**src/rtl/phy_rx_serial_to_parallel.sv**
```systemverilog
`default_nettype none
// +----------------------------------------------------------------------------+
// | phy_rx_serial_to_parallel: comma-aligned 1->8 deserializer for phy_rx      |
// | Rev 1.0                                                                    |
// +----------------------------------------------------------------------------+
module phy_rx_serial_to_parallel #(
  parameter logic [7:0]  COM_WORD      = 8'hBC,
  parameter logic [7:0]  IDLE_WORD     = 8'h7C,
  parameter int unsigned BC_LOCK_COUNT = 4
) (
  input  logic       clk_32f,
  input  logic       reset_L,
  input  logic       data_in,
  output logic [7:0] data_out,
  output logic       valid_out,
  output logic       idle_out,
  output logic       active
);

  localparam logic [1:0] c_search = 2'd0;
  localparam logic [1:0] c_sync   = 2'd1;
  localparam logic [1:0] c_active = 2'd2;

  localparam logic [3:0] c_lock_last = 4'(BC_LOCK_COUNT - 1);

  logic [7:0] r_sr;
  logic [2:0] r_bit_cnt;
  logic [3:0] r_bc_cnt;
  logic [1:0] r_state;
  logic [7:0] r_data;
  logic       r_valid;
  logic       r_idle;
  logic       r_active;

  logic w_is_com;
  logic w_is_idle;
  logic w_boundary;

  assign w_is_com   = (r_sr == COM_WORD);
  assign w_is_idle  = (r_sr == IDLE_WORD);
  // Only meaningful in SYNC/ACTIVE; SEARCH keeps the counter parked at 0.
  assign w_boundary = (r_bit_cnt == 3'd0);

  always_ff @(posedge clk_32f or negedge reset_L) begin
    if (!reset_L) begin
      r_sr      <= 8'h00;
      r_bit_cnt <= 3'd0;
      r_bc_cnt  <= 4'd0;
      r_state   <= c_search;
      r_data    <= 8'h00;
      r_valid   <= 1'b0;
      r_idle    <= 1'b0;
      r_active  <= 1'b0;
    end else begin
      r_sr    <= {r_sr[6:0], data_in};
      r_valid <= 1'b0;
      r_idle  <= 1'b0;

      case (r_state)
        c_search: begin
          if (w_is_com) begin
            r_bit_cnt <= 3'd1;
            r_bc_cnt  <= 4'd1;
            if (BC_LOCK_COUNT == 1) begin
              r_state  <= c_active;
              r_active <= 1'b1;
            end else begin
              r_state <= c_sync;
            end
          end else begin
            r_bit_cnt <= 3'd0;
          end
        end

        c_sync: begin
          r_bit_cnt <= r_bit_cnt + 3'd1;
          if (w_boundary) begin
            if (w_is_com) begin
              if (r_bc_cnt == c_lock_last) begin
                r_state  <= c_active;
                r_active <= 1'b1;
              end else begin
                r_bc_cnt <= r_bc_cnt + 4'd1;
              end
            end else begin
              r_state   <= c_search;
              r_bc_cnt  <= 4'd0;
              r_bit_cnt <= 3'd0;
            end
          end
        end

        c_active: begin
          r_bit_cnt <= r_bit_cnt + 3'd1;
          // Lock is sticky; only reset_L leaves ACTIVE.
          if (w_boundary) begin
            r_data  <= r_sr;
            r_valid <= !w_is_com && !w_is_idle;
            r_idle  <= w_is_idle;
          end
        end

        default: begin
          r_state   <= c_search;
          r_bit_cnt <= 3'd0;
          r_bc_cnt  <= 4'd0;
          r_active  <= 1'b0;
        end
      endcase
    end
  end

  assign data_out  = r_data;
  assign valid_out = r_valid;
  assign idle_out  = r_idle;
  assign active    = r_active;

endmodule
`default_nettype wire
```
**config.mk**
```make
export PLATFORM = sky130hd
export DESIGN_NAME = phy_rx_serial_to_parallel
export DESIGN_NICKNAME = d
export VERILOG_FILES = /design/src/rtl/phy_rx_serial_to_parallel.sv
export SDC_FILE = /design/constraint.sdc
export NUM_CORES = 1
export LEC_CHECK = 0
export ABC_AREA = 0
export CORE_ASPECT_RATIO = 1.5
export CORE_UTILIZATION = 40
export DETAILED_ROUTE_END_ITERATION = 6
export GPL_TIMING_DRIVEN = 0
export HOLD_SLACK_MARGIN = 0.05
export PLACE_DENSITY = 0.64
export SKIP_LAST_GASP = 1
export SLEW_MARGIN = 20
export SYNTH_ARGS = -nofsm -noshare
export SYNTH_HDL_FRONTEND = slang
export SYNTH_SLANG_ARGS = --single-unit
```
**constraint.sdc**
```tcl
create_clock -name clk_32f -period 1.85 [get_ports clk_32f]
set_input_delay 0.2775 -clock clk_32f [delete_from_list [all_inputs] [get_ports clk_32f]]
set_output_delay 0.2775 -clock clk_32f [all_outputs]
set_load 0.02 [all_outputs]
```
; ---- Word level (Yosys, flattened, before mapping)
; Index checks and enable logic that the tools add are counted.
[word_totals]
reg_bits = 28
inputBits = 3
output_inout_bits = 11
wordCells = 55
[classes]
add_sub_neg = 2
eq_ne = 11
muxes = 22
bitwise_logic = 2
n_reduce_logical = 10
[op_table]
columns = operator, count
row1 = $mux 4, 4
row2 = $pmux 4 s3, 1
row3 = $reduce_and 4->1, 3
row4 = $pmux 3 s3, 1
row5 = $eq 8x7->1 const B, 1
row6 = $eq 8x8->1 const B, 1
row7 = $mux 1, 8
row8 = $mux 2, 4
row9 = $ne 2x2->1 const B, 4
row10 = $mux 3, 2
row11 = $ne 3x3->1 const B, 2
row12 = $pmux 2 s3, 1
row13 = $add 4x1->4 const B, 1
row14 = $eq 4x2->1 const B, 1
row15 = $add 3x1->3 const B, 1
row16 = $logic_not 3->1, 1
row17 = $eq 2x1->1 const B, 1
row18 = $eq 2x2->1 const B, 1
row19 = $logic_not 1->1, 2
row20 = $logic_not 2->1, 1
row21 = $not 1->1, 2
row22 = $pmux 1 s2, 1
row23 = $reduce_and 2->1, 1
row24 = $reduce_or 2->1, 1
row25 = $logic_and 1x1->1, 1

; ---- Depth between registers and ports, before layout
; Gate-level depths: netlist (run 1).
[logic_depth]
ltp_word = 5
depth_mapped = 7
depth_no_buf = 6

; ---- Least setup slack after synthesis (run 1)
; No wires, ideal clock.
[synth_timing]
path_type = reg2reg
from = reg r_bit_cnt[0]
to = reg r_data[0], in the netlist data_out[0]
arrival_ps = 1529
required_ps = 1725
slack_ps = 196
path_stages_with_launch = 7
path_buffers = 1
path_cell_list = dfrtp_1 > inv_1 > ha_1 > nor2b_1 > and2_1 > buf_2 > mux2_2
[synth_between]
elab_chain_cells = 2
[synth_lines]
columns = element, line_no
row1 = start: declaration, 27  ; logic [2:0] r_bit_cnt;
row2 = start signal: assignment, 76  ; r_bit_cnt <= r_bit_cnt + 3'd1;
row3 = start signal: assignment, 94  ; r_bit_cnt <= r_bit_cnt + 3'd1;
row4 = $logic_not 3->1, 42  ; assign w_boundary = (r_bit_cnt == 3'd0);
row5 = $reduce_and 2->1 (no line), -
row6 = end signal: assignment, 97  ; r_data <= r_sr;
row7 = end: declaration, 30  ; logic [7:0] r_data;
; No other way between the ends.
; A chain may end at the register's enable or synchronous reset.

; ---- Worst setup path in the final report (run 1)
[layout_timing]
from = reg r_bit_cnt[0]
to = reg r_bc_cnt[0]
[layout_between]
elab_chain_cells = 3
[layout_lines]
columns = element, line_no
row1 = $logic_not 3->1, 42
row2 = $ne 2x2->1 (no line), -
row3 = $reduce_and 4->1 (no line), -
row4 = end signal: assignment, 83  ; r_bc_cnt <= r_bc_cnt + 4'd1;
row5 = end: declaration, 28  ; logic [3:0] r_bc_cnt;
; No other way between the ends.

==> results of run 1 <==
-- synth_stat cells, drive strengths merged, types with 2 or more instances --
| cell type | n | area (um^2) |
|---|---|---|
| ha | 3 | 37.5 |
| and3 | 2 | 12.5 |
| nor2b | 4 | 25.0 |
| inv | 2 | 7.51 |
| nor2 | 4 | 15.0 |
| o211ai | 3 | 27.5 |
| o31a | 2 | 18.8 |
| a21oi | 5 | 25.0 |
| dfrtp | 28 | 701 |
| nor3 | 4 | 31.3 |
| mux2 | 8 | 90.1 |
| buf | 3 | 27.5 |
| nand4b | 2 | 32.5 |
| xnor2 | 3 | 26.3 |
| nand2 | 3 | 11.3 |
-- power by group through the flow --
| stage | Sequential, mW | Clock [mW] | Combinational, mW |
|---|---|---|---|
| global placement | 0.655 | 0 | 0.0448 |
| floorplan | 0.650 | 0 | 0.0270 |
| CTS | 0.643 | 0.385 | 0.0481 |
| global route | 0.647 | 0.396 | 0.0523 |
| detailed placement | 0.655 | 0 | 0.0464 |
| finish | 0.642 | 0.367 | 0.0462 |
-- kinds of logic (layout without fill, tap and decap cells) --
group                      after synthesis  in the layout
buffers and inverters                    6             24
adders and majority gates                3              3
muxes                                    8              8
AOI/OAI and AO/OA                       18             18
and+or+nand+nor                         30             30
DFF                                     28             28
xor gates and xnor gates                 3              3
-- final timing paths --
kind	to	slack, ns	cells after the start
setup / recovery	r_bc_cnt[0]$_DFFE_PN0P_	0.12	6
hold / removal	r_sr[2]$_DFF_PN0_	0.41	0
setup reg to reg	r_bc_cnt[0]$_DFFE_PN0P_	0.12	6
hold reg to reg	r_sr[2]$_DFF_PN0_	0.41	0
max in group asynchronous	r_bc_cnt[2]$_DFFE_PN0P_	0.91	2
min in group asynchronous	r_bc_cnt[0]$_DFFE_PN0P_	0.55	2
-- critical path, cell delays in order, from the launching register on --
cell and delay, ns:
dfrtp_1 0.41, inv_1 0.09, ha_1 0.17, nand2b_1 0.16
nor3_4 0.26, or4b_1 0.47, o211ai_2 0.09
-- flip-flops by register name, indices dropped and copies added, names as in the netlist --
signal and count:
r_bit_cnt 3, valid_out 1, data_out 8, idle_out 1
r_bc_cnt 4, r_sr 8, r_state 2, active 1
-- cell type report --
class	instances	area share, %
well taps	39	3.26
multi-input cells	62	34.2
clock buffers	4	3.68
repair buffers	14	9.04
plain buffers	4	2.43
flip-flops and latches	28	46.9
inverters	2	0.502
-- layer usage --
layer	part of all wire (%)	wire, um	up-vias	track usage, %
li1	-	-	384	-
met1	42	895	401	17.9
met2	54	1150	14	24.8
met3	3.8	82	2	2.84
met4	0.75	16	0	4.63
met5	0	0	-	0
-- per-stage QoR --
| step | std cells | area [um^2] | hold WS (ns) | total power [mW] |
|---|---|---|---|---|
| floorplan | 96 | 1240 | -0.0181 | 0.677 |
| global placement | 148 | 1420 | 0.390 | 0.699 |
| detailed placement | 148 | 1420 | 0.337 | 0.702 |
| CTS | 153 | 1490 | 0.412 | 1.08 |
| global route | 153 | 1500 | 0.435 | 1.09 |
| finish | 153 | 1500 | 0.409 | 1.06 |
-- repair_timing --
item / in CTS / in global routing
setup endpoints to repair: 8 / 10
hold endpoints to repair: 28 / 0
resized for setup: 1 / 2
hold buffers: 1 / 0
==> flow_metrics.env, run 1 <==
export IMPL_grt_pass1_vias=830
export IMPL_seq_area_um2=701
export IMPL_sequentialPowerShare_pct=60.9
export IMPL_final_common_cell="dfrtp_1"
export IMPL_post_synth_xor_area_fraction_pct=2.11
export IMPL_drtIter0Drc=21
export IMPL_finalCritPeriodShare_pct=93.4
export IMPL_combinationalPowerShare_pct=4.4
export IMPL_synth_lib_cells_used_distinct=40
export IMPL_die_height_um=70.3
export IMPL_clk_root_buffer_cell="clkbuf_8"
export IMPL_maxCapViolations=0
export IMPL_synth_top_family_by_area="simple AND/OR/NAND/NOR gates"
export IMPL_switching_share_pct=20.7
export IMPL_global_route_usage_total_pct=14.7
export IMPL_timing_hold_worst_start="r_sr[1]$_DFF_PN0_"
export IMPL_hold_viol=0
export IMPL_boundaryPins=14
export IMPL_design_die_area_um2=3340
export IMPL_asyncSetResetFlopFracSynth_pct=100
export IMPL_synth_compound_area_share_pct=10.6
export IMPL_drc=0
export IMPL_clkSinkCount=28
export IMPL_finalWirelength_mm=2.14
export IMPL_antenna_found_initial=0
export IMPL_clkLatencyLatePin_ns=0.27
export IMPL_tns_ns=0
export IMPL_synth_sequential_area_ratio_pct=56.3
export IMPL_worst_setup_path_type="flip-flop to flip-flop"
export IMPL_post_route_min_period_ns=1.73
export IMPL_total_nets_after_synthesis=102
export IMPL_hpwl_mm=1.57
export IMPL_routabilityCongestion=0.838
export IMPL_drtPass1Iterations=4
export IMPL_slew_viol_final=0
export IMPL_globalRoute_totalOverflow=0
export IMPL_grt_setup_unrepaired="no"
export IMPL_power_leakage_nw=0.674
export IMPL_largest_net_degree_at_the_start_of_global_routing=29
export IMPL_syn_mean_instance_area_um2=13.0
export IMPL_cts_tree="built"
export IMPL_postLayoutCoreUtil_pct=50.8
export IMPL_worst_slew_margin_rel_pct=51.9
export IMPL_worst_endpoint_arrival_ns=1.92
export IMPL_number_of_flops_mapped_to_enable_cells_by_yosys=0
export IMPL_synth_top_flop_cell="dfrtp_1"
export IMPL_setup_violations_final=0
export IMPL_finalNetCount=121
export IMPL_cell_area_after_synthesis_um2=1240
export IMPL_post_route_worst_setup_slack_ns=0.122
export IMPL_min_path_type="flip-flop to flip-flop"
export IMPL_synth_mux_area_fraction_pct=7.24
export IMPL_area_of_the_multi_input_gates_um2=512
export IMPL_route_detailed_wl_per_inst_um=14.0
export IMPL_yosys_warnings=0
export IMPL_antenna_fix_cells=0
export IMPL_die_x_um=47.5
export IMPL_area_growth_syn_to_layout_pct=20.2
export IMPL_outcome="finished, final reports clean"
export IMPL_port_buffer_count=13
export IMPL_max_fclk_mhz=579
export IMPL_cts_buffers=3
export IMPL_placement_setup_worst_slack_ns=-0.0384
export IMPL_h_tree_depth=1
export IMPL_power_internal_uw=837
export IMPL_vdd_ir_drop_max_mv=0.576
export IMPL_post_synthesis_cells=96
export IMPL_timing_critical_path_to_type="flip-flop"
export IMPL_initial_utilization_pct=42.3
export IMPL_power_density_nw_per_um2=706
export IMPL_postCtsSetupRepairBufs=0
export IMPL_regToRegStartpoint="r_bit_cnt[0]$_DFF_PN0_"
export IMPL_final_layout_size_suffix_gt1_share_pct=21.9
export IMPL_p_clk_share_pct=34.8
export IMPL_fillCellCount=286
export IMPL_synth_adder_area_share_pct=3.02
export IMPL_route_detailed_vias_per_inst=5.24
export IMPL_slew_worst_pin_ns=0.719
export IMPL_via_count=801
export IMPL_total_of_flip_flops_plus_latches_after_synthesis=28
export IMPL_p_sw_uw=218
export IMPL_crit_path_start="r_bit_cnt[0]$_DFF_PN0_"
export IMPL_mostFrequentLayoutCells="28 x dfrtp_1, 12 x clkdlybuf4s50_1, 8 x mux2_2"
export IMPL_path_max_fanout=4
export IMPL_clk_pin_slew_worst_paths_ns=0.09
export IMPL_fin_worst_skew_ns=0.00223
export IMPL_fp_coreArea_um2=2940
export IMPL_synthSimpleGateAreaFrac_pct=17.2
export IMPL_ant_nets=0
export IMPL_ctsLongestPathBuffers=2
export IMPL_grt_first_pass_wirelength_mm=3.63
export IMPL_placement_rows=24
export IMPL_crit_path_start_kind="flip-flop"
export IMPL_cp_required_ns=2.04
Note: power is estimated with default switching activity, not from simulation.
==> run 2, diff against run 1 <==
Settings changed: PLACE_DENSITY 0.64 to 0.58, SLEW_MARGIN 20 to not set.
==> run 2 against run 1 <==
  * Sequential share of layout area unchanged
  * Non-clock buffer count decreased by 1
  * Critical path depth unchanged
  * Largest cell class unchanged
  * Clock power increased by 2%
  * Die area unchanged
  * First-iteration DRC count decreased by 33%
  * Via count decreased by 0.62%
  * Cell count decreased by 0.65%
  * Clock skew increased by 0.0038 ns
  * Cell area unchanged
  * Wire length increased by 3.1%
  * Sequential power about the same
  * Critical endpoint is now data_out[4]$_DFFE_PN0P_
==> flow_metrics.env, run 2 (synthesis results as in run 1) <==
export IMPL_clkLatencyLatePin_ns=0.27
export IMPL_via_count=796
export IMPL_maxCapViolations=0
export IMPL_seq_area_um2=701
export IMPL_boundaryPins=14
export IMPL_global_route_usage_total_pct=15.1
export IMPL_finalWirelength_mm=2.21
export IMPL_post_route_min_period_ns=1.71
export IMPL_h_tree_depth=1
export IMPL_power_density_nw_per_um2=711
export IMPL_die_x_um=47.5
export IMPL_port_buffer_count=13
export IMPL_rr_endpoint="data_out[4]$_DFFE_PN0P_"
export IMPL_clk_root_buffer_cell="clkbuf_8"
export IMPL_ctsLongestPathBuffers=2
export IMPL_cts_tree="built"
export IMPL_grt_first_pass_wirelength_mm=3.64
export IMPL_path_max_fanout=10
export IMPL_die_height_um=70.3
export IMPL_max_fclk_mhz=583
export IMPL_route_detailed_wl_per_inst_um=14.5
export IMPL_crit_path_start="r_bit_cnt[0]$_DFF_PN0_"
export IMPL_worst_slew_margin_rel_pct=19.1
export IMPL_globalRoute_totalOverflow=0
export IMPL_post_cts_resize_count=1
export IMPL_largest_net_degree_at_the_start_of_global_routing=29
export IMPL_initial_utilization_pct=42.3
export IMPL_final_common_cell="dfrtp_1"
export IMPL_fp_coreArea_um2=2940
export IMPL_placement_rows=24
export IMPL_drtIter0Drc=14
export IMPL_fillCellCount=296
export IMPL_finalNetCount=120
export IMPL_timing_critical_path_to_type="flip-flop"
export IMPL_worst_setup_path_type="flip-flop to flip-flop"
export IMPL_min_path_type="flip-flop to flip-flop"
export IMPL_reg2reg_depth=6
export IMPL_post_cts_hold_buffer_count=0
export IMPL_slew_viol_final=0
export IMPL_regToRegSetupSlack_ns=0.14
export IMPL_postLayoutCellArea_um2=1500
export IMPL_routabilityCongestion=0.774
export IMPL_slew_worst_pin_ns=1.21
export IMPL_endpoint="data_out[4]$_DFFE_PN0P_"
export IMPL_route_detailed_vias_per_inst=5.24
export IMPL_antenna_found_initial=0
export IMPL_postCtsSetupRepairBufs=0
export IMPL_vdd_ir_drop_max_mv=0.469
export IMPL_antenna_fix_cells=0
export IMPL_final_layout_size_suffix_gt1_share_pct=22.1
export IMPL_setup_violations_final=0
export IMPL_cp_required_ns=2.01
export IMPL_clk_pin_slew_worst_paths_ns=0.09
export IMPL_mostFrequentLayoutCells="28 x dfrtp_1, 13 x clkdlybuf4s50_1, 8 x mux2_2"
export IMPL_postLayoutCoreUtil_pct=50.8
export IMPL_regToRegStartpoint="r_bit_cnt[0]$_DFF_PN0_"
export IMPL_outcome="finished, final reports clean"
export IMPL_cts_buffers=3
export IMPL_place_area_um2=1420
export IMPL_fin_worst_skew_ns=0.00606
export IMPL_grt_setup_unrepaired="no"
export IMPL_hpwl_mm=1.55
export IMPL_hold_viol=0
export IMPL_clkSinkCount=28
export IMPL_design_die_area_um2=3340
export IMPL_drtPass1Iterations=4
export IMPL_worst_endpoint_arrival_ns=1.87
export IMPL_power_leakage_nw=0.674
export IMPL_finalCritPeriodShare_pct=92.6
export IMPL_crit_path_start_kind="flip-flop"
export IMPL_ant_nets=0
export IMPL_area_of_the_multi_input_gates_um2=517
export IMPL_area_growth_syn_to_layout_pct=20.2
export IMPL_drc=0
export IMPL_grt_pass1_vias=854
[run 2: area by class of cell]
| cell class | count | share of cell area (%) |
|---|---|---|
| flip-flops and latches | 28 | 46.9 |
| multi-input cells | 62 | 34.6 |
| repair buffers | 13 | 8.70 |
| clock buffers | 4 | 3.68 |
| well taps | 39 | 3.26 |
| plain buffers | 4 | 2.43 |
| inverters | 2 | 0.502 |
[run 2: power breakdown]
part	internal [mW]	switching, mW
registers	0.626	0.0172
logic	0.0212	0.0249
clock network	0.190	0.183
[run 2: how the worst min path moves through the flow]
stage	slack [ns]	endpoint	cells past startpoint	startpoint
6_report	0.41	r_sr[1]$_DFF_PN0_	0	r_sr[0]$_DFF_PN0_
3_3_place_gp	0.39	r_sr[2]$_DFF_PN0_	0	r_sr[1]$_DFF_PN0_
3_5_place_dp	0.38	r_sr[5]$_DFF_PN0_	0	r_sr[4]$_DFF_PN0_
2_1_floorplan	-0.02	active$_DFFE_PN0P_	0	reset_L
4_1_cts	0.41	r_sr[2]$_DFF_PN0_	0	r_sr[1]$_DFF_PN0_
5_1_grt	0.42	r_sr[1]$_DFF_PN0_	0	r_sr[0]$_DFF_PN0_
[run 2: worst max-delay path: stages (launching register included)]
cell and delay, ns:
dfrtp_1 0.41, inv_1 0.08, ha_1 0.17, nor2b_4 0.20
and2_1 0.14, buf_2 0.24, mux2_2 0.36
[run 2: metal layers]
metal / up-vias / part of all wire (%) / routed length (um) / track usage [%]
met2: 9 / 55 / 1220 / 26.2
met4: 0 / 0.95 / 21 / 6.48
met1: 404 / 41 / 909 / 17.2
met5: - / 0 / 0 / 0
met3: 2 / 2.5 / 56 / 2.33
li1: 381 / - / - / -
[run 2: per-stage QoR]
step	setup WS (ns)	power [mW]	hold WS, ns	instances	setup TNS [ns]
floorplan	0.196	0.677	-0.0181	96	0
global placement	-0.0104	0.700	0.390	148	-0.0769
detailed placement	-0.0200	0.703	0.384	148	-0.128
CTS	0.0703	1.08	0.408	152	0
global route	0.00767	1.10	0.424	152	0
finish	0.136	1.06	0.412	152	0
==> run 3, diff against run 2 <==
Settings changed: PLACE_DENSITY 0.58 to 0.7.
==> run 3 against run 2 <==
  * Total power up 9.2%
  * Clock skew decreased by 0.0047 ns
  * Flip-flop and latch count unchanged
  * Clock power rose by 26%
  * Cell area up 0.75%
  * Sequential power about the same
  * Global-route usage down 1.1 points
  * Critical endpoint is now r_bc_cnt[2]$_DFFE_PN0P_
  * Sequential share of layout area down 0.35 points
==> flow_metrics.env, run 3 (synthesis results as in run 1) <==
export IMPL_outcome="finished, final reports clean"
export IMPL_power_internal_uw=936
export IMPL_clk_root_buffer_cell="clkbuf_8"
export IMPL_antenna_fix_cells=0
export IMPL_slew_viol_final=0
export IMPL_antenna_found_initial=0
export IMPL_cp_required_ns=2.01
export IMPL_globalRoute_totalOverflow=0
export IMPL_ctsLongestPathBuffers=2
export IMPL_crit_path_start_kind="flip-flop"
export IMPL_vdd_ir_drop_max_mv=0.555
export IMPL_p_sw_uw=224
export IMPL_place_area_um2=1420
export IMPL_final_common_cell="dfrtp_1"
export IMPL_slew_worst_pin_ns=1.20
export IMPL_die_height_um=70.3
export IMPL_placement_rows=24
export IMPL_drtPass1Iterations=4
export IMPL_setup_violations_final=0
export IMPL_finalCritPeriodShare_pct=95.0
export IMPL_grt_pass1_vias=786
export IMPL_maxCapViolations=0
export IMPL_worst_slew_margin_rel_pct=19.7
export IMPL_p_clk_share_pct=40.8
export IMPL_worst_setup_path_type="flip-flop to flip-flop"
export IMPL_worst_endpoint_arrival_ns=1.92
export IMPL_route_detailed_vias_per_inst=5.24
export IMPL_grt_setup_unrepaired="no"
export IMPL_finalWirelength_mm=2.08
export IMPL_cts_tree="built"
export IMPL_combinationalPowerShare_pct=3.9
export IMPL_path_max_fanout=9
export IMPL_min_path_type="flip-flop to flip-flop"
export IMPL_h_tree_depth=1
export IMPL_regToRegSetupSlack_ns=0.09
export IMPL_fin_worst_skew_ns=0.00136
export IMPL_ant_nets=0
export IMPL_cts_buffers=3
export IMPL_die_x_um=47.5
export IMPL_switching_share_pct=19.3
export IMPL_power_density_nw_per_um2=770
export IMPL_post_route_worst_setup_slack_ns=0.0921
export IMPL_clkSinkCount=28
export IMPL_worst_path_dominant_cell_family="simple AND/OR/NAND/NOR gates"
export IMPL_post_cts_hold_buffer_count=0
export IMPL_postLayoutCoreUtil_pct=51.2
export IMPL_post_route_min_period_ns=1.76
export IMPL_critPathSlowestCell="nor3_1"
export IMPL_area_growth_syn_to_layout_pct=21.1
export IMPL_initial_utilization_pct=42.3
export IMPL_grt_first_pass_wirelength_mm=3.43
export IMPL_power_leakage_nw=0.681
export IMPL_max_fclk_mhz=569
export IMPL_placement_setup_worst_slack_ns=-0.0198
export IMPL_holdWs_ns=0.407
export IMPL_global_route_usage_total_pct=14.0
export IMPL_final_layout_size_suffix_gt1_share_pct=21.2
export IMPL_design_die_area_um2=3340
export IMPL_postCtsSetupRepairBufs=0
export IMPL_largest_net_degree_at_the_start_of_global_routing=29
export IMPL_sequentialPowerShare_pct=55.4
export IMPL_drtIter0Drc=32
export IMPL_fillCellCount=284
export IMPL_max_stage_delay_ns=0.44
export IMPL_mostFrequentLayoutCells="28 x dfrtp_1, 13 x clkdlybuf4s50_1, 8 x mux2_2"
export IMPL_finalNetCount=120
export IMPL_hold_viol=0
export IMPL_fp_coreArea_um2=2940
export IMPL_critical_path_cell_chain="nand4bb_1, buf_6, nor3_1, nor2_1, o31a_1"
export IMPL_drc=0
export IMPL_route_detailed_wl_per_inst_um=13.7
export IMPL_boundaryPins=14
export IMPL_routabilityCongestion=0.833
export IMPL_port_buffer_count=13
export IMPL_clkLatencyLatePin_ns=0.27
export IMPL_worst_path_buf_inv=1
export IMPL_hpwl_mm=1.46
export IMPL_power_total_mw=1.16
export IMPL_timing_critical_path_to_type="flip-flop"
export IMPL_postLayoutCellArea_um2=1510
export IMPL_via_count=797
export IMPL_clk_pin_slew_worst_paths_ns=0.09
run 3: cell types whose count changed in the layout (fill, tap and decap cells not counted), sizes merged:
| cell | change |
|---|---|
| bufinv | +1 |
| clkbuf | -1 |
run 3: routing by layer:
metal	part of all wire, %	routed length [um]	vias up	GRT usage [%]
met2	54	1120	17	23.3
met4	0.58	12	0	4.63
met3	3.9	81	2	2.33
li1	-	-	379	-
met1	42	868	399	17.7
met5	0	0	-	0
run 3: repair_timing:
action	in CTS	in global routing
resized for setup	1	2
setup endpoints to repair	8	12
hold endpoints to repair	0	0
run 3: power by group through the flow:
| stage | clock, mW | combinational (mW) | sequential (mW) |
|---|---|---|---|
| global placement | 0 | 0.0449 | 0.654 |
| global route | 0.510 | 0.0511 | 0.645 |
| floorplan | 0 | 0.0270 | 0.650 |
| finish | 0.473 | 0.0450 | 0.643 |
| detailed placement | 0 | 0.0471 | 0.655 |
| CTS | 0.483 | 0.0468 | 0.643 |
run 3: path summary, 6_finish.rpt:
check	start	to	cells past startpoint
max	r_sr[0]$_DFF_PN0_	r_bc_cnt[2]$_DFFE_PN0P_	5
min	r_sr[4]$_DFF_PN0_	r_sr[5]$_DFF_PN0_	0
max reg2reg	r_sr[0]$_DFF_PN0_	r_bc_cnt[2]$_DFFE_PN0P_	5
min reg2reg	r_sr[4]$_DFF_PN0_	r_sr[5]$_DFF_PN0_	0
max in group asynchronous	reset_L	valid_out$_DFF_PN0_	1
min in group asynchronous	reset_L	r_bc_cnt[1]$_DFFE_PN0P_	1
run 3: through the flow:
step | cells | TNS [ns]
after floorplan | 96 | 0
after global placement | 148 | 0
after detailed placement | 148 | -0.101
after CTS | 152 | 0
after global routing | 152 | 0
final | 152 | 0
run 3: final cells by class:
cell class | count | area, um^2 | area share [%]
plain buffers | 4 | 36.3 | 2.41
clock buffers | 3 | 41.3 | 2.74
clock inverters | 1 | 30.0 | 1.99
inverters | 2 | 7.51 | 0.498
multi-input cells | 62 | 512 | 34.0
flip-flops and latches | 28 | 701 | 46.5
well taps | 39 | 48.8 | 3.24
repair buffers | 13 | 130 | 8.64
